`config.mk`:
```
export PLATFORM = sky130hd
export DESIGN_NAME = axi_ar_arbiter
export DESIGN_NICKNAME = d
export VERILOG_FILES = /design/src/rtl/axi_ar_arbiter.sv
export SDC_FILE = /design/constraint.sdc
export NUM_CORES = 1
export LEC_CHECK = 0
export ABC_CLOCK_PERIOD_IN_PS = 1500
export BUFFER_PORTS_ARGS = -buffer_cell sky130_fd_sc_hd__buf_2
export CAP_MARGIN = 10
export CORE_AREA = 2 2 78 80
export DETAILED_ROUTE_END_ITERATION = 12
export DIE_AREA = 0 0 80 82
export HOLD_SLACK_MARGIN = 0.12
export PLACE_DENSITY = 0.63
export SYNTH_ARGS = -nofsm -noshare
export SYNTH_HDL_FRONTEND = slang
export SYNTH_SLANG_ARGS = --single-unit
```
`constraint.sdc`:
```
create_clock -name ACLK -period 1.5 [get_ports ACLK]
set_input_delay 0.15 -clock ACLK [delete_from_list [all_inputs] [get_ports ACLK]]
set_output_delay 0.15 -clock ACLK [all_outputs]
set_load 0.02 [all_outputs]
```
`src/rtl/axi_ar_arbiter.sv`:
```
// -----------------------------------------------------------------------------
// axi_ar_arbiter
//
// Read-address-channel arbiter that shares one slave-side AR channel between
// three masters (M0 CPU-IF, M1 CPU-MEM, M2 DMA). One master is granted and its
// AR beat is forwarded with the master index prepended to the ID. The grant is
// held until the RLAST handshake of that burst completes, so only one read is
// ever outstanding.
//
// Configuration macro: AXI_AR_ARB_RR_EN
//   defined   - round-robin. The search starts at the master after the last one
//               served. The pointer only moves when a burst completes.
//   undefined - fixed priority M0 > M1 > M2. No pointer is kept.
//
// Parameters
//   ADDR_W  address width
//   IDM_W   master-side ID width
//   IDS_W   slave-side ID width. The upper IDS_W-IDM_W bits carry the master index.
//
// Ports
//   ACLK, ARESETn                    clock, asynchronous active-low reset
//   AR*_M0/M1/M2  (in)               master AR channels (ID, ADDR, LEN, SIZE,
//                                    BURST, VALID)
//   ARREADY_M0/M1/M2 (out)           AR accept, returned to each master
//   AR*_S (out), ARREADY_S (in)      slave-side AR channel toward the decoder
//   RVALID_S, RREADY_S, RLAST_S (in) R channel, observed for burst completion
//   GRANT (out)                      one-hot current owner (0 = none)
// -----------------------------------------------------------------------------
module axi_ar_arbiter #(
    parameter int ADDR_W = 32,
    parameter int IDM_W  = 4,
    parameter int IDS_W  = 8
) (
    input  logic              ACLK,
    input  logic              ARESETn,

    input  logic [IDM_W-1:0]  ARID_M0,
    input  logic [ADDR_W-1:0] ARADDR_M0,
    input  logic [3:0]        ARLEN_M0,
    input  logic [2:0]        ARSIZE_M0,
    input  logic [1:0]        ARBURST_M0,
    input  logic              ARVALID_M0,
    output logic              ARREADY_M0,

    input  logic [IDM_W-1:0]  ARID_M1,
    input  logic [ADDR_W-1:0] ARADDR_M1,
    input  logic [3:0]        ARLEN_M1,
    input  logic [2:0]        ARSIZE_M1,
    input  logic [1:0]        ARBURST_M1,
    input  logic              ARVALID_M1,
    output logic              ARREADY_M1,

    input  logic [IDM_W-1:0]  ARID_M2,
    input  logic [ADDR_W-1:0] ARADDR_M2,
    input  logic [3:0]        ARLEN_M2,
    input  logic [2:0]        ARSIZE_M2,
    input  logic [1:0]        ARBURST_M2,
    input  logic              ARVALID_M2,
    output logic              ARREADY_M2,

    output logic [IDS_W-1:0]  ARID_S,
    output logic [ADDR_W-1:0] ARADDR_S,
    output logic [3:0]        ARLEN_S,
    output logic [2:0]        ARSIZE_S,
    output logic [1:0]        ARBURST_S,
    output logic              ARVALID_S,
    input  logic              ARREADY_S,

    input  logic              RVALID_S,
    input  logic              RREADY_S,
    input  logic              RLAST_S,

    output logic [2:0]        GRANT
);

    localparam int NM    = 3;
    localparam int TAG_W = IDS_W - IDM_W;

    typedef enum logic [1:0] {
        ST_IDLE = 2'd0,
        ST_ADDR = 2'd1,
        ST_DATA = 2'd2
    } state_t;

    state_t            state_reg;
    logic [NM-1:0]     grant_reg;

    // Master-side fields gathered into arrays so the mux can be written once.
    logic [IDM_W-1:0]  id_m    [NM];
    logic [ADDR_W-1:0] addr_m  [NM];
    logic [3:0]        len_m   [NM];
    logic [2:0]        size_m  [NM];
    logic [1:0]        burst_m [NM];
    logic [NM-1:0]     req;
    logic [NM-1:0]     ready_m;

    logic [NM-1:0]     pick_next;   // winner of the arbitration in IDLE
    logic              sel_valid;   // ARVALID of the granted master
    logic              r_last_hs;   // final R beat handshake

    logic [IDM_W-1:0]  id_mux;
    logic [ADDR_W-1:0] addr_mux;
    logic [3:0]        len_mux;
    logic [2:0]        size_mux;
    logic [1:0]        burst_mux;
    logic [1:0]        owner_idx;

    assign id_m[0]    = ARID_M0;
    assign id_m[1]    = ARID_M1;
    assign id_m[2]    = ARID_M2;
    assign addr_m[0]  = ARADDR_M0;
    assign addr_m[1]  = ARADDR_M1;
    assign addr_m[2]  = ARADDR_M2;
    assign len_m[0]   = ARLEN_M0;
    assign len_m[1]   = ARLEN_M1;
    assign len_m[2]   = ARLEN_M2;
    assign size_m[0]  = ARSIZE_M0;
    assign size_m[1]  = ARSIZE_M1;
    assign size_m[2]  = ARSIZE_M2;
    assign burst_m[0] = ARBURST_M0;
    assign burst_m[1] = ARBURST_M1;
    assign burst_m[2] = ARBURST_M2;

    assign req = {ARVALID_M2, ARVALID_M1, ARVALID_M0};

    assign sel_valid = |(grant_reg & req);
    assign r_last_hs = RVALID_S && RREADY_S && RLAST_S;

    // -------------------------------------------------------------------------
    // Arbitration
    // -------------------------------------------------------------------------
`ifdef AXI_AR_ARB_RR_EN
    logic [1:0] ptr_reg;    // master searched first in the next arbitration
    logic [1:0] ptr_next;   // master after the current owner

    always_comb begin
        ptr_next = 2'd0;
        case (grant_reg)
            3'b001:  ptr_next = 2'd1;
            3'b010:  ptr_next = 2'd2;
            default: ptr_next = 2'd0;
        endcase
    end

    always_comb begin
        pick_next = '0;
        case (ptr_reg)
            2'd1: begin
                if (req[1])      pick_next = 3'b010;
                else if (req[2]) pick_next = 3'b100;
                else if (req[0]) pick_next = 3'b001;
            end
            2'd2: begin
                if (req[2])      pick_next = 3'b100;
                else if (req[0]) pick_next = 3'b001;
                else if (req[1]) pick_next = 3'b010;
            end
            default: begin
                if (req[0])      pick_next = 3'b001;
                else if (req[1]) pick_next = 3'b010;
                else if (req[2]) pick_next = 3'b100;
            end
        endcase
    end
`else
    always_comb begin
        pick_next = '0;
        if (req[0])      pick_next = 3'b001;
        else if (req[1]) pick_next = 3'b010;
        else if (req[2]) pick_next = 3'b100;
    end
`endif

    // -------------------------------------------------------------------------
    // Control FSM: IDLE -> ADDR -> DATA -> IDLE. GRANT is held from the
    // arbitration edge until the burst finishes or the master withdraws.
    // -------------------------------------------------------------------------
    always_ff @(posedge ACLK or negedge ARESETn) begin
        if (!ARESETn) begin
            state_reg <= ST_IDLE;
            grant_reg <= '0;
`ifdef AXI_AR_ARB_RR_EN
            ptr_reg   <= 2'd0;
`endif
        end else begin
            case (state_reg)
                ST_IDLE: begin
                    if (|req) begin
                        grant_reg <= pick_next;
                        state_reg <= ST_ADDR;
                    end
                end
                ST_ADDR: begin
                    // A master that withdraws ARVALID before the handshake
                    // loses its grant. The pointer is left alone because
                    // nothing was served.
                    if (!sel_valid) begin
                        grant_reg <= '0;
                        state_reg <= ST_IDLE;
                    end else if (ARREADY_S) begin
                        state_reg <= ST_DATA;
                    end
                end
                ST_DATA: begin
                    if (r_last_hs) begin
                        grant_reg <= '0;
                        state_reg <= ST_IDLE;
`ifdef AXI_AR_ARB_RR_EN
                        ptr_reg   <= ptr_next;
`endif
                    end
                end
                default: begin
                    grant_reg <= '0;
                    state_reg <= ST_IDLE;
                end
            endcase
        end
    end

    // -------------------------------------------------------------------------
    // Per-master ARREADY: only the granted master sees the decoder READY, and
    // only while its address beat is being offered.
    // -------------------------------------------------------------------------
    genvar gi;
    generate
        for (gi = 0; gi < NM; gi++) begin : g_ready
            assign ready_m[gi] = (state_reg == ST_ADDR) && grant_reg[gi] && ARREADY_S;
        end
    endgenerate

    assign ARREADY_M0 = ready_m[0];
    assign ARREADY_M1 = ready_m[1];
    assign ARREADY_M2 = ready_m[2];

    // -------------------------------------------------------------------------
    // AND-OR field mux on the one-hot grant. With no grant, every field
    // (including the tag) is zero.
    // -------------------------------------------------------------------------
    always_comb begin
        id_mux    = '0;
        addr_mux  = '0;
        len_mux   = '0;
        size_mux  = '0;
        burst_mux = '0;
        owner_idx = 2'd0;
        for (int i = 0; i < NM; i++) begin
            id_mux    = id_mux    | (id_m[i]    & {IDM_W{grant_reg[i]}});
            addr_mux  = addr_mux  | (addr_m[i]  & {ADDR_W{grant_reg[i]}});
            len_mux   = len_mux   | (len_m[i]   & {4{grant_reg[i]}});
            size_mux  = size_mux  | (size_m[i]  & {3{grant_reg[i]}});
            burst_mux = burst_mux | (burst_m[i] & {2{grant_reg[i]}});
            if (grant_reg[i]) begin
                owner_idx = 2'(i);
            end
        end
    end

    assign ARID_S    = {TAG_W'(owner_idx), id_mux};
    assign ARADDR_S  = addr_mux;
    assign ARLEN_S   = len_mux;
    assign ARSIZE_S  = size_mux;
    assign ARBURST_S = burst_mux;

    // ARVALID follows the granted master directly, so a withdrawal is seen by
    // the decoder in the same cycle.
    assign ARVALID_S = (state_reg == ST_ADDR) && sel_valid;
    assign GRANT     = grant_reg;

endmodule

```
Word level (Yosys, flattened, before mapping)
Cells that the tools add are included.

storage, ports and cells
  flip-flop bits (word level) = 5
  input bits = 144
  output and inout port bits = 56
  logic and storage cells = 62

cells by class
  eq/ne operators = 6
  multiplexer cells = 14
  bitwise logic cells = 26
  reductions and logical operators = 14

operators with widths
  kind                  count
  $and A32 B32 Y32      3
  $or A32 B32 Y32       2
  $and A4 B4 Y4         6
  $mux W3               6
  $or A4 B4 Y4          4
  $and A3 B3 Y3         4
  $mux W2               5
  $logic_and A1 B1 Y1   9
  $pmux W3 S3           1
  $and A2 B2 Y2         3
  $ne A2 B2 Y1 const B  3
  $or A3 B3 Y3          2
  $pmux W2 S3           1
  $reduce_and A3 Y1     2
  $reduce_or A3 Y1      2
  $or A2 B2 Y2          2
  $ne A3 B3 Y1 const B  1
  $eq A2 B1 Y1 const B  1
  $eq A2 B2 Y1 const B  1
  $logic_not A2 Y1      1
  $mux W1               1

Longest topological paths before layout
  depth after elaboration = 5
  mapped depth = 5

Least setup slack after synthesis
No wires, ideal clock.

  path type = reg2reg
  start point = reg grant_reg[1] (netlist: GRANT[1])
  end point = reg grant_reg[2] (netlist: GRANT[2])
  library setup time = 0.126 ns
  arrival = 1.578 ns
  required time = 1.374 ns
  setup slack = -0.204 ns
  cell stages (with the launch flop) = 5
  path buffers = 1
  path through = dfrtp_1 -> buf_6 -> a222oi_1 -> nor2_1 -> o32a_1

on the way
  word-level cells in the longest chain between the ends = 4

RTL lines
  item                                RTL line  source
  start, declared                     86        logic [NM-1:0] grant_reg;
  start signal, assigned              189       grant_reg <= pick_next;
  $and A3 B3 Y3                       126       assign sel_valid = |(grant_reg & req);
  $reduce_or A3 Y1                    126
  $ne A2 B2 Y1 (no source line)       --
  $reduce_and A3 Y1 (no source line)  --

No other way between the ends.
A chain may end at the register's enable or synchronous reset.

Worst setup path in the final report
  start point = reg grant_reg[0] (netlist: GRANT[0])
  end point = out ARID_S[1]

on the way
  word-level cells in the longest chain between the ends = 3

RTL lines
  item                        RTL line  source
  $and A4 B4 Y4               248       id_mux = id_mux | (id_m[i] & {IDM_W{grant_reg[i]}});
  $or A4 B4 Y4 (2 in series)  248
  end, declared               61        output logic [IDS_W-1:0] ARID_S,

No other way between the ends.

==> results by group <==
Hold path
  • Hold crit path type: in2reg
  • Hold depth: 2

Worst setup path
  • Crit path DAT: 1.43 ns
  • Capturing point of the worst reg2reg path: GRANT[2]$_DFFE_PN0P_
  • CP delay by family, top: buffers and inverters
  • Critical path origin: GRANT[0]$_DFFE_PN0P_
  • Critical Path Sink: ARID_S[1]
  • Type of the worst setup path: reg2out
  • Critical path buffer and inverter count: 3
  • Critical-path cell list: buf_8, a222oi_1, inv_1, buf_2
  • Worst-path maximum fanout: 26
  • CP endpoint kind: output pin
  • R2r setup slk: 0.07 ns
  • CP Depth: 4
  • Reg2Reg Depth: 4
  • Max stage delay on crit path: 0.41 ns
  • Critical-path top delay cell: dfrtp_1
  • Critical Path RT: 1.35 ns
  • Startpoint Class: flop
  • Reg2reg start: GRANT[0]$_DFFE_PN0P_

Yosys
  • Netlist cell types: 25
  • Seq/Total Area, Yosys: 0.118
  • Post-synthesis compound-gate area fraction: 0.514
  • Flip-flop and latch count after synthesis: 5
  • Syn Area/Cell: 7.10 µm²
  • Post-synthesis cell count: 149
  • Post-Synth Adder-Cell Area: 0
  • Main combinational cell family by area after synthesis: compound AO/OA/AOI/OAI gates
  • Post-synthesis simple-gate area fraction: 0.104
  • Post-synth EDFFs: 0
  • Post-Syn Area: 1060 µm²
  • Top post-synthesis cells by area: a222oi_1 44%, inv_1 16%, dfrtp_1 12%
  • Area share of xor/xnor cells in the synthesized design: 0.00828
  • Synth Flop Type: dfrtp_1
  • Dominant cell type by area after synthesis: a222oi_1
  • Mux share of post-synthesis cell area: 0
  • Synth top area share: 0.436
  • Warning count from the yosys run: 0
  • FFs w/ async S/R, synth: 1.00

Final layout
  • Fill cell count: 616
  • Synth-to-Final Area Change: 110%
  • ANT cells: 0
  • Area of the multi-input gates: 674 µm²
  • Nets: 485
  • Post-route cell area: 2220 µm²
  • Seq. cell area: 128 µm²
  • Post-Route Utilization: 0.386
  • Max reg flops: 3
  • Share of cells above drive strength 1: 0.629

Clocking
  • Skew-Pair Late Insertion Delay: 0.22 ns
  • Root buf cell: clkbuf_8
  • Longest Clk Path Bufs: 2
  • Reg clk slew, reported paths: 0.04 ns
  • CTS tree: done
  • CTS HTree Levels: 1
  • Num CTS Buffers: 3
  • Clk sink count: 5

STA
  • Slew Limit Fails: 0
  • RSZ-0062 raised after global routing: yes
  • Final min period: 1.58 ns
  • Final hold vios: 0
  • Final worst slack: -0.0824 ns
  • Max Fclk: 0.632 GHz
  • Final period util: 1.05
  • Worst hold slack: 0.206 ns
  • Final Skew: 0.00272 ns
  • Number of setup violations in the final report: 37

Drt
  • DRT iter0 DRCs: 206
  • DRC: 0
  • Routed WL per cell: 13.8 µm
  • Total number of vias: 2,053
  • Via/cell ratio: 4.95
  • Post-DRT Antenna Nets: 0
  • TritonRoute pass-1 iters: 7
  • WL final: 5.73 mm

GRT
  • First-pass GRT wire length: 7.66 mm
  • Initial antenna violation count: 0
  • Total grt overflow: 0
  • Vias in the first global route: 1,792
  • Total GRT Usage: 0.142
  • Largest net degree at the start of global routing: 28

Power
  • Power per cell area: 1930 nW/µm²
  • Peak supply drop: 0.768 mV
  • Design Power: 4.27 mW
  • LEAKAGE: 1.51 nW

Die
  • Full die area: 6560 µm²
  • I/O Pins: 200
  • Core Rows: 28
  • Die W: 80 µm
  • Initial core utilization: 0.184
  • Die height: 82 µm
  • Core area: 5750 µm²

Placement
  • GPL Wtd Cong: 0.811
  • Pre-CTS setup slack: 0.0357 ns
  • Area after DPL: 2120 µm²
  • PortBufs: 197
  • Dpl hpwl: 4.59 mm

Run status
  • Outcome: complete, but fails checks
  • Violated checks: setup timing

Flow run
  • Max-cap violations: 0
==> worst register-to-register path, stage by stage (launching register included) <==
cell      delay (ns)
dfrtp_1         0.41
a222oi_1        0.35
buf_4           0.18
nor2_2          0.05
o32a_1          0.32
==> where the power goes <==
| part | internal [mW] | total (mW) | switching, mW |
|---|---|---|---|
| clock | 0.182 | 0.244 | 0.0623 |
| sequential | 0.201 | 0.301 | 0.100 |
| combinational | 1.47 | 3.72 | 2.25 |
| total | 1.86 | 4.27 | 2.41 |
==> final cells by class <==
| class | count | share of cell area |
|---|---|---|
| Timing Repair Buffer | 207 | 0.499 |
| Sequential cell | 5 | 0.0576 |
| Inverter | 45 | 0.0762 |
| Multi-Input combinational cell | 79 | 0.304 |
| Clock buffer | 4 | 0.0203 |
| Tap cell | 75 | 0.0423 |
==> Yosys cell counts, types with 3 or more instances <==
cell,count
a222oi_1,46
inv_1,45
clkbuf_1,16
dfrtp_1,5
and3_1,4
buf_4,3
nor2_1,3
nor2b_1,3
nor4_1,3
==> metrics by stage <==
step	cells	setup TNS [ns]
after floorplan	150	-0.254
after global placement	409	0
after detailed placement	409	0
after CTS	414	-1.99
after global routing	415	-4.25
final	415	-1.10
==> repair_timing <==
item,4_1_cts,5_1_grt
setup endpoints to repair,45,49
hold endpoints to repair,5,0
pin swaps,13,38
hold buffers,1,0
resized for setup,5,4
setup buffers,0,1
==> logic make-up (layout without fill, tap and decap cells) <==
kind of cell | Yosys count | count (layout)
buffers and inverters | 66 | 256
AOI/OAI and AO/OA | 56 | 56
and+or+nand+nor | 20 | 20
DFF | 5 | 5
other | 1 | 2
xor gates and xnor gates | 1 | 1
==> how the worst min path moves through the flow <==
| stage | start | to | slack, ns |
|---|---|---|---|
| detailed placement | ARESETn | state_reg[0]$_DFFE_PN0P_ | -0.03 |
| finish | ARREADY_S | state_reg[1]$_DFFE_PN0P_ | 0.21 |
| global placement | ARESETn | state_reg[1]$_DFFE_PN0P_ | -0.03 |
| global route | ARREADY_S | state_reg[1]$_DFFE_PN0P_ | 0.23 |
| CTS | ARREADY_S | state_reg[1]$_DFFE_PN0P_ | 0.20 |
| floorplan | ARESETn | GRANT[0]$_DFFE_PN0P_ | -0.15 |
==> placed cells by master, fill, tap and decap left out, types with 2 or more instances in the layout <==
| cell type | n |
|---|---|
| and3_1 | 4 |
| buf_4 | 5 |
| clkbuf_8 | 3 |
| dfrtp_2 | 2 |
| nor3_1 | 2 |
| nor4_1 | 3 |
| a222oi_1 | 46 |
| buf_12 | 2 |
| buf_6 | 2 |
| inv_1 | 45 |
| nor2b_1 | 2 |
| nor2_1 | 2 |
| nand2_1 | 2 |
| nand2b_1 | 2 |
| buf_2 | 196 |
| dfrtp_1 | 3 |
| conb_1 | 2 |
| o2111ai_1 | 2 |
| a21o_1 | 2 |
==> layer usage <==
layer  GRT usage  vias to the layer above  part of all wire
met5           0                        -                 0
met2       0.285                      157              0.52
met1       0.158                      917              0.36
met3      0.0209                        0              0.12
met4      0.0220                        0                 0
li1            -                      979                 -
(Power assumes the default switching activity.)
